--- src/rtl/sram_test_pkg.sv ---
// Shared definitions for the SRAM test sequencer: state encoding, pattern
// selections, default bus widths and the LFSR seed/taps.
package sram_test_pkg;

    localparam int ADDR_WIDTH_DEF = 19;
    localparam int DATA_WIDTH_DEF = 8;

    typedef logic [2:0] state_t;
    localparam state_t ST_SETTLE   = 3'd0;
    localparam state_t ST_IDLE     = 3'd1;
    localparam state_t ST_WR_ISSUE = 3'd2;
    localparam state_t ST_WR_WAIT  = 3'd3;
    localparam state_t ST_RD_ISSUE = 3'd4;
    localparam state_t ST_RD_WAIT  = 3'd5;
    localparam state_t ST_RD_CHECK = 3'd6;
    localparam state_t ST_FINISH   = 3'd7;

    localparam logic [1:0] PAT_ADDR     = 2'd0;
    localparam logic [1:0] PAT_ADDR_INV = 2'd1;
    localparam logic [1:0] PAT_CHECKER  = 2'd2;
    localparam logic [1:0] PAT_ALT      = 2'd3;

    // x^8+x^6+x^5+x^4+1 -> feedback from bits 7,5,4,3
    localparam logic [7:0] LFSR_SEED = 8'h01;
    localparam logic [7:0] LFSR_TAPS = 8'hB8;

endpackage

--- src/rtl/sram_pattern_gen.sv ---
// Pattern byte generator. With SRAM_SEQ_LFSR_PATTERN_EN defined, pattern_sel=3
// is an 8-bit Fibonacci LFSR; otherwise it is constant 0x00.
module sram_pattern_gen
    import sram_test_pkg::*;
(
    input  logic       clk,
    input  logic       reset,
    input  logic [7:0] addr_i,
    input  logic [1:0] sel_i,
    input  logic       restart_i,
    input  logic       advance_i,
    output logic [7:0] pattern_o
);

    logic [7:0] alt_pattern;

`ifdef SRAM_SEQ_LFSR_PATTERN_EN
    logic [7:0] lfsr_q, lfsr_d;

    always_comb begin
        lfsr_d = lfsr_q;
        if (restart_i) begin
            lfsr_d = LFSR_SEED;
        end else if (advance_i) begin
            lfsr_d = {lfsr_q[6:0], ^(lfsr_q & LFSR_TAPS)};
        end
    end

    always_ff @(posedge clk or posedge reset) begin
        if (reset) begin
            lfsr_q <= LFSR_SEED;
        end else begin
            lfsr_q <= lfsr_d;
        end
    end

    assign alt_pattern = lfsr_q;
`else
    logic unused_lfsr_inputs;
    assign unused_lfsr_inputs = ^{clk, reset, restart_i, advance_i};
    assign alt_pattern = 8'h00;
`endif

    // NOTE: the default arm gives pattern_o a value on every path, so no latch is inferred.
    always_comb begin
        case (sel_i)
            PAT_ADDR:     pattern_o = addr_i;
            PAT_ADDR_INV: pattern_o = ~addr_i;
            PAT_CHECKER:  pattern_o = addr_i[0] ? 8'hAA : 8'h55;
            default:      pattern_o = alt_pattern;
        endcase
    end

endmodule

--- src/rtl/sram_test_sequencer.sv ---
// Write / read-back / compare sequencer driving the byte-wide SRAM controller.
// Optional feature macro: SRAM_SEQ_LFSR_PATTERN_EN (LFSR pattern on pattern_sel=3).
module sram_test_sequencer
    import sram_test_pkg::*;
#(
    parameter int ADDR_WIDTH = ADDR_WIDTH_DEF,
    parameter int DATA_WIDTH = DATA_WIDTH_DEF,
    parameter int LAST_ADDR  = 2**19 - 1,
    parameter int OP_CYCLES  = 6
) (
    input  logic                  clk,
    input  logic                  reset,
    input  logic                  start,
    input  logic [1:0]            pattern_sel,
    output logic                  busy,
    output logic                  done,
    output logic                  pass,
    output logic [15:0]           error_count,
    output logic [ADDR_WIDTH-1:0] first_err_addr,
    output logic                  start_operation,
    output logic                  rw,
    output logic [ADDR_WIDTH-1:0] address_input,
    output logic [DATA_WIDTH-1:0] data_f2s,
    input  logic [DATA_WIDTH-1:0] data_s2f
);

    localparam int                    CNT_W     = $clog2(OP_CYCLES);
    localparam logic [CNT_W-1:0]      CNT_LAST  = CNT_W'(OP_CYCLES - 1);
    localparam logic [CNT_W-1:0]      CNT_ONE   = CNT_W'(1);
    localparam logic [ADDR_WIDTH-1:0] ADDR_LAST = ADDR_WIDTH'(LAST_ADDR);
    localparam logic [ADDR_WIDTH-1:0] ADDR_ONE  = ADDR_WIDTH'(1);

    state_t                state_q, state_d;
    logic [CNT_W-1:0]      cnt_q, cnt_d;
    logic [ADDR_WIDTH-1:0] addr_q, addr_d;
    logic [ADDR_WIDTH-1:0] first_q, first_d;
    logic [1:0]            sel_q, sel_d;
    logic                  done_q, done_d;
    logic [15:0]           err_q, err_d;

    logic                  pat_restart, pat_advance;
    logic [7:0]            pat_byte;
    logic [DATA_WIDTH-1:0] pattern;
    logic                  in_write, at_last, cnt_done;

    sram_pattern_gen u_pattern_gen (
        .clk       (clk),
        .reset     (reset),
        .addr_i    (addr_q[7:0]),
        .sel_i     (sel_q),
        .restart_i (pat_restart),
        .advance_i (pat_advance),
        .pattern_o (pat_byte)
    );

    assign pattern  = DATA_WIDTH'(pat_byte);
    assign at_last  = (addr_q == ADDR_LAST);
    assign cnt_done = (cnt_q == CNT_LAST);

    always_comb begin
        state_d     = state_q;
        cnt_d       = cnt_q;
        addr_d      = addr_q;
        first_d     = first_q;
        sel_d       = sel_q;
        done_d      = done_q;
        err_d       = err_q;
        pat_restart = 1'b0;
        pat_advance = 1'b0;

        case (state_q)
            ST_SETTLE: begin
                if (cnt_done) begin
                    cnt_d   = '0;
                    state_d = ST_IDLE;
                end else begin
                    cnt_d = cnt_q + CNT_ONE;
                end
            end
            ST_IDLE: begin
                if (start) begin
                    sel_d       = pattern_sel;
                    done_d      = 1'b0;
                    err_d       = '0;
                    first_d     = '0;
                    addr_d      = '0;
                    pat_restart = 1'b1;
                    state_d     = ST_WR_ISSUE;
                end
            end
            ST_WR_ISSUE: begin
                cnt_d   = CNT_ONE;
                state_d = ST_WR_WAIT;
            end
            ST_WR_WAIT: begin
                if (!cnt_done) begin
                    cnt_d = cnt_q + CNT_ONE;
                end else if (at_last) begin
                    addr_d      = '0;
                    pat_restart = 1'b1;
                    state_d     = ST_RD_ISSUE;
                end else begin
                    addr_d      = addr_q + ADDR_ONE;
                    pat_advance = 1'b1;
                    state_d     = ST_WR_ISSUE;
                end
            end
            ST_RD_ISSUE: begin
                cnt_d   = CNT_ONE;
                state_d = ST_RD_WAIT;
            end
            ST_RD_WAIT: begin
                if (cnt_done) begin
                    state_d = ST_RD_CHECK;
                end else begin
                    cnt_d = cnt_q + CNT_ONE;
                end
            end
            ST_RD_CHECK: begin
                if (data_s2f != pattern) begin
                    if (err_q != 16'hFFFF) err_d = err_q + 16'd1;
                    // err_q never returns to zero within a run, so this marks the first miss
                    if (err_q == '0) first_d = addr_q;
                end
                if (at_last) begin
                    done_d  = 1'b1;
                    state_d = ST_FINISH;
                end else begin
                    addr_d      = addr_q + ADDR_ONE;
                    pat_advance = 1'b1;
                    state_d     = ST_RD_ISSUE;
                end
            end
            default: begin
                state_d = ST_IDLE;
            end
        endcase
    end

    // NOTE: non-blocking updates let every register sample the pre-edge values of the others.
    always_ff @(posedge clk or posedge reset) begin
        if (reset) begin
            state_q <= ST_SETTLE;
            cnt_q   <= '0;
            addr_q  <= '0;
            first_q <= '0;
            sel_q   <= PAT_ADDR;
            done_q  <= 1'b0;
            err_q   <= '0;
        end else begin
            state_q <= state_d;
            cnt_q   <= cnt_d;
            addr_q  <= addr_d;
            first_q <= first_d;
            sel_q   <= sel_d;
            done_q  <= done_d;
            err_q   <= err_d;
        end
    end

    assign in_write        = (state_q == ST_WR_ISSUE) || (state_q == ST_WR_WAIT);
    assign start_operation = (state_q == ST_WR_ISSUE) || (state_q == ST_RD_ISSUE);
    assign rw              = ~in_write;
    assign address_input   = addr_q;
    assign data_f2s        = in_write ? pattern : '0;
    assign busy            = (state_q != ST_IDLE) && (state_q != ST_FINISH);
    assign done            = done_q;
    assign pass            = done_q && (err_q == '0);
    assign error_count     = err_q;
    assign first_err_addr  = first_q;

endmodule

--- config.mk ---
export PLATFORM = sky130hd
export DESIGN_NAME = sram_test_sequencer
export DESIGN_NICKNAME = d
export VERILOG_FILES = /design/src/rtl/sram_test_pkg.sv /design/src/rtl/sram_pattern_gen.sv /design/src/rtl/sram_test_sequencer.sv
export SDC_FILE = /design/constraint.sdc
export NUM_CORES = 1
export LEC_CHECK = 0
export BUFFER_PORTS_ARGS = -buffer_cell sky130_fd_sc_hd__buf_4
export CAP_MARGIN = 10
export CORE_ASPECT_RATIO = 1.5
export CORE_MARGIN = 2
export CORE_UTILIZATION = 50
export DETAILED_ROUTE_END_ITERATION = 8
export PLACE_DENSITY = 0.82
export SLEW_MARGIN = 20
export SYNTH_ARGS = -nofsm -noshare
export SYNTH_HDL_FRONTEND = slang
export SYNTH_SLANG_ARGS = --single-unit
--- constraint.sdc ---
create_clock -name clk -period 2.9 [get_ports clk]
set_clock_uncertainty 0.2 [all_clocks]
set_input_delay 0 -clock clk [delete_from_list [all_inputs] [get_ports clk]]
set_output_delay 0 -clock clk [all_outputs]
set_load 0.02 [all_outputs]
# ---- Yosys cells after proc, flatten, opt, wreduce, memory -nomap -nowiden
# Index checks and enable logic that the tools add are counted.
dict set report totals {
  word_cells 83
  register_bits 63
  input_bits 13
  output_inout_bits 67
}
dict set report op_classes {
  n_bitwise 2
  eq_ne 24
  add_sub_neg 3
  n_reduce_logical 19
  muxes 28
}
# operator n
set op_table {}
lappend op_table {{19-bit 2-to-1 mux} 6}
lappend op_table {{19-bit one-hot mux with 3 select lines} 1}
lappend op_table {{16-bit 2-to-1 mux} 3}
lappend op_table {{19-bit one-hot mux with 2 select lines} 1}
lappend op_table {{16-bit one-hot mux with 2 select lines} 1}
lappend op_table {{8-bit one-hot mux with 3 select lines} 1}
lappend op_table {{3-bit 2-to-1 mux} 7}
lappend op_table {{3-bit one-hot mux with 7 select lines} 1}
lappend op_table {{2-bit inequality test, second input constant} 10}
lappend op_table {{19-bit by 1-bit adder with 19-bit output, second input constant} 1}
lappend op_table {{19-bit equality test, second input constant} 1}
lappend op_table {{16-bit by 1-bit adder with 16-bit output, second input constant} 1}
lappend op_table {{16-bit logical NOT} 1}
lappend op_table {{8-bit 2-to-1 mux} 2}
lappend op_table {{16-bit inequality test, second input constant} 1}
lappend op_table {{4-bit AND reduction} 4}
lappend op_table {{3-bit equality test, second input constant} 4}
lappend op_table {{3-bit one-hot mux with 3 select lines} 1}
lappend op_table {{8-bit inequality test} 1}
lappend op_table {{8-bit NOT} 1}
lappend op_table {{3-bit by 2-bit equality test with 1-bit output, second input constant} 2}
lappend op_table {{3-bit nonzero test} 2}
lappend op_table {{2-bit AND reduction} 2}
lappend op_table {{2-bit OR reduction} 2}
lappend op_table {{16 further kinds} 19}

# ---- Depth between registers and ports, before layout
# Gate-level depths: netlist (run 1).
dict set report logic_depth {
  depth_word 5
  mapped_depth 10
  depth_no_buf 8
}

# ---- Cells and area by module
# Synthesis (run 1) repeated with hierarchy kept, for this count alone.
dict set report unflattened {
  cells_unflattened 422
  hier_area_um2 3732.3
}
# module area_each_um2 seq_area_each_um2 cells_per_inst n_inst
set by_module_without_submodules {}
lappend by_module_without_submodules {sram_test_sequencer 3533.4 1576.5 398 1}
lappend by_module_without_submodules {sram_pattern_gen 198.9 0.0 24 1}

# ---- Least setup slack after synthesis (run 1)
# Ideal clock, no wire load.
dict set report synth_timing {
  path_kind {flip-flop to flip-flop}
  start {reg addr_q[0] (netlist: address_input[0])}
  end {reg err_q[3] (netlist: error_count[3])}
  path_slack_ns 0.300
  path_stages_with_launch 10
  arrival_ns 2.274
  cell_sequence {dfrtp_1 -> buf_6 -> mux2_2 -> a211o_1 -> a22oi_2 -> nand4_2 -> or2_1 -> buf_6 -> buf_6 -> a221o_1}
}
dict set report synth_between {
  elab_chain_len 5
  elab_cells_between_ends 6
  classes_between {eq/ne: 2; mux: 2; bitwise: 1; reduce/logical: 1}
}
# element line_no
set synth_lines {}
lappend synth_lines {{start, declared} sram_test_sequencer.sv:35} ;# logic [ADDR_WIDTH-1:0] addr_q, addr_d;
lappend synth_lines {{start signal, assigned} sram_test_sequencer.sv:153} ;# addr_q <= addr_d;
lappend synth_lines {{8-bit 2-to-1 mux or 8-bit NOT (tied branches)} {sram_pattern_gen.sv:49, sram_pattern_gen.sv:48}}
lappend synth_lines {{8-bit one-hot mux with 3 select lines *} sram_pattern_gen.sv:46} ;# case (sel_i)
lappend synth_lines {{8-bit inequality test *} sram_test_sequencer.sv:120} ;# if (data_s2f != pattern) begin
lappend synth_lines {{2-bit inequality test (no line) *} n/a}
lappend synth_lines {{4-bit AND reduction (no line) *} n/a}
lappend synth_lines {{end signal, assigned} sram_test_sequencer.sv:157} ;# err_q <= err_d;
lappend synth_lines {{end, declared} sram_test_sequencer.sv:39} ;# logic [15:0] err_q, err_d;
# Mark *: on every way between the ends. The rest lies on a longest branch, timed or not.
# A chain may end at the register's enable or synchronous reset.

# ---- Worst setup path in the final report (run 1)
dict set report layout_timing {
  start {reg addr_q[0] (netlist: address_input[0])}
  end {reg err_q[12] (netlist: error_count[12])}
}
# Same word-level chain as after synthesis.

==> impl_metrics.json, run 1 <==
{
  "outcome": "finished clean",
  "drive_gt1_share_pct": 24.5,
  "period_share_pct": 93.0,
  "ys_ff_latch": 63,
  "setup_tns_ps": 0,
  "detail_route.iter0.violations": 388,
  "syn_to_final_growth_pct": 28.0,
  "numCtsBuffers": 9,
  "cts_tree": "done",
  "clock_latency_ps": 340,
  "fin_nets": 547,
  "coreArea_um2": 7610,
  "cellPowerDensity_nw_per_um2": 412,
  "period_minus_slack_ps": 2700,
  "worstPathRequired_ps": 2910,
  "clkSinkCount": 63,
  "synthTopCellsByArea": "dfrtp_1, nand3_1, o2bb2ai_1",
  "rsz0062_at_grt": "no",
  "path_cells": "buf_4, nor2b_4, o31ai_1, xor2_1, nand4_2, or2_1, a221o_1",
  "die_y_um": 113,
  "ys_seq_area_share_pct": 40.1,
  "overflow": 0,
  "critPathLaunchType": "flip-flop",
  "power_leakage_uw": 0.00222,
  "grt_max_degree": 64,
  "ys_warn_count": 0,
  "first_pass_iters": 5,
  "setup_viol_count_final": 0,
  "dp_hpwl_um": 8330,
  "yosysTopAreaCell": "dfrtp_1",
  "relSlewSlack_pct": 44.6,
  "mostFrequentLayoutCells": "buf_4, dfrtp_1, nand3_1",
  "async_reset_ff_share_pct": 100,
  "n_fill_cell": 629,
  "cts_setup_buffers": 0,
  "crit_arrival_ps": 2710,
  "drv_cap": 0,
  "slew_violations": 0,
  "vdd_ir_drop_max_uv": 302,
  "drcViolationCount": 0,
  "synth_edf_count": 0,
  "initial_core_util_pct": 51.6,
  "antenna_found_initial": 0,
  "num_antenna_cells": 0,
  "crit_type": "flip-flop to flip-flop",
  "place_ws_ps": 126,
  "final.setup.worst_slack_ps": 204,
  "worstPathMaxFanout": 17,
  "synth.cell_area_um2": 3930,
  "yosys.area.top_type_share_pct": 40.1,
  "finish.utilization_pct": 66.1,
  "row_count": 39,
  "io_buffers": 79,
  "grt_pass1_wl_um": 19600,
  "avgSynthCellArea_um2": 8.95,
  "finalHoldViolCount": 0,
  "synth_flop_cell": "dfrtp_1",
  "final_common_cell": "buf_4",
  "route.vias.total": 4030,
  "ys_types": 59,
  "hold_path_class": "input pin to flip-flop",
  "slowest_delay_ps": 450,
  "ant_nets": 0,
  "grtUsageTotal_pct": 28.5,
  "synth_fp_nets": 457,
  "gpl.final_weighted_congestion": 1.01,
  "cp-end-kind": "flip-flop",
  "path_clk_slew_ps": 50,
  "area.sequential_um2": 1580,
  "multi_input_area_um2": 2140,
  "io_pins": 80,
  "drt_wl_total_um": 12000,
  "vias_per_cell": 6.34,
  "clock-root-buffer": "clkbuf_16",
  "clockBufferDepth": 2,
  "fmax_mhz": 371,
  "power_uw": 2070,
  "first_global_vias": 3937,
  "die_area_um2": 8600,
  "crit_path_top_delay_cell": "or2_1",
  "synthCells": 439,
  "worstMarginPinSlew_ps": 830,
  "routedWlPerCell_um": 18.9,
  "h-tree-depth": 3,
  "fp.dieW_um": 76.4
}
## critical path: cells and delay by family, from the launching register on
family / cells / cell delay, ps
flops: 1 / 440
compound gates: 2 / 780
xor+xnor: 1 / 220
simple gates: 3 / 650
buf+inv: 1 / 270
## per-layer routing
metal  wire length (µm)  GRT usage (%)  share of wire [%]  vias up
li1                   -              -                  -     1823
met1               4530           32.8                 38     1970
met2               6400           50.0                 53      200
met3                622           5.31                5.2       37
met4                440           15.5                3.7        0
met5                  0              0                  0        -
## final cells by class
| type | count | area share (%) |
|---|---|---|
| Tap cell | 102 | 2.54 |
| Sequential cell | 63 | 31.4 |
| Timing Repair Buffer | 109 | 16.5 |
| Inverter | 14 | 1.04 |
| Clock inverter | 4 | 1.39 |
| Multi-Input combinational cell | 332 | 42.5 |
| Clock buffer | 12 | 4.70 |
## through the flow
stage / hold slack (ps) / instances / cell area (µm²)
after global placement: 38.8 / 616 / 4680
final: 128 / 636 / 5030
after global routing: 152 / 636 / 5030
after CTS: 125 / 636 / 5030
after detailed placement: 42.5 / 616 / 4680
after floorplan: -49.4 / 439 / 3930
## logic make-up after synthesis
kind of cell	after synthesis	synth area share, %
mux	9	2.42
flops	63	40.1
simple gates	190	25.3
compound gates	108	20.7
buf+inv	44	5.44
xor+xnor	20	4.46
fa+ha+maj	5	1.59
## path summary, 6_finish.rpt
| check | slack (ps) | cells after the start | startpoint | endpoint |
|---|---|---|---|---|
| max | 200 | 7 | address_input[0] | error_count[12] |
| min | 130 | 5 | data_s2f[0] | error_count[0] |
| max in group asynchronous | 1650 | 4 | reset | sel_q[0] |
| min in group asynchronous | 260 | 4 | reset | error_count[1] |
| min reg2reg | 300 | 1 | first_err_addr[6] | first_err_addr[6] |
| max reg2reg | 200 | 7 | address_input[0] | error_count[12] |
## report_power, final
group / internal [µW] / total, µW / switching (µW)
Combinational: 21.0 / 54.1 / 33.0
Clock: 750 / 1140 / 388
Sequential: 880 / 880 / 0
## sequential cells by signal, indices dropped and copies added (netlist names)
| register | count |
|---|---|
| address_input | 19 |
| cnt_q | 3 |
| state_q | 3 |
| error_count | 16 |
| done | 1 |
| sel_q | 2 |
| first_err_addr | 19 |
## timing repair
action,in CTS,in global routing
endpoints found under the setup margin,0,12
endpoints found under the hold margin,66,0
gates resized for setup,0,1
hold buffers,4,0
## synthesized netlist by cell type, types with 2 or more instances
library cell,count
mux2i_1,5
nor4b_1,2
o31ai_1,3
nor2_1,38
nor3_1,19
a21oi_1,12
buf_6,4
clkbuf_1,12
o221ai_1,9
and3_1,11
nand2_1,29
nor2b_1,8
o211ai_1,3
nor3b_1,9
ha_1,5
o22a_1,3
o21ai_1,3
nand4_1,8
nor4_1,9
a221o_1,6
a211o_1,2
o311ai_0,2
or3_1,3
a31oi_1,3
o21ai_0,18
mux2_2,4
xnor2_1,13
dfrtp_1,63
xor2_1,7
and4_1,2
nand3_1,40
inv_1,14
o2bb2ai_1,19
nand3b_1,4
buf_2,12
a22o_1,8
o22ai_1,5
No activity file was read; power rests on OpenSTA's default activity.
==> inputs of run 2 (changes only) <==
Settings changed: PLACE_DENSITY 0.82 to 0.85, REMOVE_ABC_BUFFERS set to 1.
Clock period 2.9 ns to 2.22 ns, I/O delays scaled along.
==> run 2 against run 1 <==
Net effect:
- the run now ends with negative setup slack left
- flip-flop and latch count unchanged
- cell area up 17%
- register-to-register slack worse by 450 ps
- routed wire length up 32%
- largest power group unchanged
- sequential share of layout area down 4.5 points
- combinational power up 65%
- first-iteration DRC count up 12%
==> impl_metrics.json, run 2 (synthesized netlist as in run 1, its figures left out) <==
{
  "syn_to_final_growth_pct": 49.8,
  "die_y_um": 113,
  "power_leakage_uw": 0.00260,
  "n_fill_cell": 472,
  "drt_wl_total_um": 15900,
  "io_buffers": 79,
  "crit_arrival_ps": 2480,
  "hold_depth": 5,
  "ant_nets": 0,
  "final_common_cell": "buf_4",
  "clock_latency_ps": 340,
  "crit_top_cell": "buf_6",
  "path_cells": "buf_6, buf_4, nor2b_2, o31ai_4, xor2_2, nand4_4, buf_6, o21ai_2, buf_6, a221o_1",
  "route.vias.total": 4747,
  "first_pass_iters": 5,
  "clock-root-buffer": "clkbuf_16",
  "gpl.final_weighted_congestion": 0.936,
  "crit_path_top_delay_cell": "dfrtp_2",
  "crit_family": "buffers and inverters",
  "use_met1_pct": 34.1,
  "crit_type": "flip-flop to flip-flop",
  "initial_core_util_pct": 51.6,
  "cp-end-kind": "flip-flop",
  "period_share_pct": 111,
  "area.sequential_um2": 1580,
  "numCtsBuffers": 9,
  "fp.dieW_um": 76.4,
  "violations": "negative setup slack",
  "hold_path_class": "input pin to flip-flop",
  "fin_cells": 700,
  "multi_input_area_um2": 2420,
  "first_global_vias": 4599,
  "row_count": 39,
  "relSlewSlack_pct": 58.1,
  "min_from": "data_s2f[6]",
  "setup_viol_count_final": 55,
  "slew_violations": 0,
  "fin_nets": 613,
  "r2r-start": "sel_q[1]",
  "gr-usage-met2_pct": 59.6,
  "grt_pass1_wl_um": 22600,
  "dp_cells": 664,
  "clkSinkCount": 63,
  "io_pins": 80,
  "drv_cap": 0,
  "period_minus_slack_ps": 2470,
  "grt_max_degree": 37,
  "critPathLaunchType": "flip-flop",
  "h-tree-depth": 3,
  "fmax_mhz": 406,
  "grtUsageTotal_pct": 33.3,
  "drive_gt1_share_pct": 40.1,
  "overflow": 0,
  "top_usage_layer": "met2",
  "rsz0062_at_grt": "yes",
  "rr_worst_depth": 10,
  "cellPowerDensity_nw_per_um2": 449,
  "num_antenna_cells": 0,
  "path_buf_inv": 4,
  "worstMarginPinSlew_ps": 627,
  "power_uw": 2640,
  "place_ws_ps": -322,
  "worstSetupStartpoint": "sel_q[1]",
  "coreArea_um2": 7610,
  "antenna_found_initial": 0,
  "met3_usage_pct": 8.20,
  "mostFrequentLayoutCells": "buf_4, dfrtp_1, nand3_1",
  "drcViolationCount": 0,
  "vias_per_cell": 6.78,
  "slowest_delay_ps": 450,
  "finalHoldViolCount": 0,
  "cts_tree": "done",
  "outcome": "complete, but fails checks",
  "vdd_ir_drop_max_uv": 473,
  "worstPathRequired_ps": 2230,
  "clockBufferDepth": 2,
  "final.setup.worst_slack_ps": -245,
  "die_area_um2": 8600,
  "dp_hpwl_um": 8780,
  "routedWlPerCell_um": 22.7,
  "worstPathMaxFanout": 7,
  "path_clk_slew_ps": 50,
  "crit_cells": 10,
  "detail_route.iter0.violations": 435
}
[run 2: cell types whose count changed in the layout (fill, tap and decap cells not counted), moves of 4 or more]
cell      delta
buf_4       +45
buf_6       +14
o21ai_0      -8
o21ai_2      +6
o221ai_1     -5
o221ai_2     +5
o31ai_4      +4
[run 2: power by group]
group          switching (µW)  internal, µW  leakage, µW  total, µW
Sequential                  0          1150     0.000836       1150
Combinational            53.9          35.3      0.00162       89.2
Clock                     520           882     0.000140       1400
[run 2: repair_timing]
item | 4_1_cts | 5_1_grt
hold buffers | 4 | 0
cloned | 3 | 0
buffers inserted | 9 | 8
endpoints found under the setup margin | 54 | 55
hold endpoints to repair | 30 | 0
pin swaps | 23 | 20
gates resized for setup | 40 | 47
[run 2: cell type report]
cell class | count | area share [%]
multi-input cells | 333 | 41.1
flip-flops and latches | 63 | 26.9
repair buffers | 174 | 24.1
clock buffers | 10 | 4.06
well taps | 102 | 2.17
inverters | 14 | 0.893
clock inverters | 4 | 0.808
[run 2: path summary, 6_finish.rpt]
check	endpoint	slack (ps)
max	error_count[14]	-250
min	error_count[4]	80
max reg2reg	error_count[14]	-250
min reg2reg	first_err_addr[7]	300
max in group asynchronous	sel_q[0]	1060
min in group asynchronous	first_err_addr[18]	120
[run 2: metal layers]
metal	up-vias	routed length [µm]
li1	1964	-
met1	2296	5310
met2	365	8150
met3	122	1320
met4	0	1090
met5	-	0
[run 2: per-stage QoR]
| step | util, % | TNS (ps) | instance area [µm²] | hold WS, ps |
|---|---|---|---|---|
| floorplan | - | -38260 | 3770 | -49.4 |
| global placement | 66.9 | -6130 | 5090 | -85.7 |
| detailed placement | 66.9 | -9400 | 5090 | -80.5 |
| CTS | 74.5 | -5130 | 5670 | 76.8 |
| global route | 77.3 | -12610 | 5890 | 84.8 |
| finish | 77.3 | -10610 | 5890 | 82.8 |
[run 2: worst register-to-register path, delay by kind of cell, from the launching register on]
| kind | cells | cell delay, ps |
|---|---|---|
| xor gates and xnor gates | 1 | 200 |
| DFF | 1 | 450 |
| and+or+nand+nor | 2 | 390 |
| buffers and inverters | 4 | 600 |
| AOI/OAI and AO/OA | 3 | 510 |
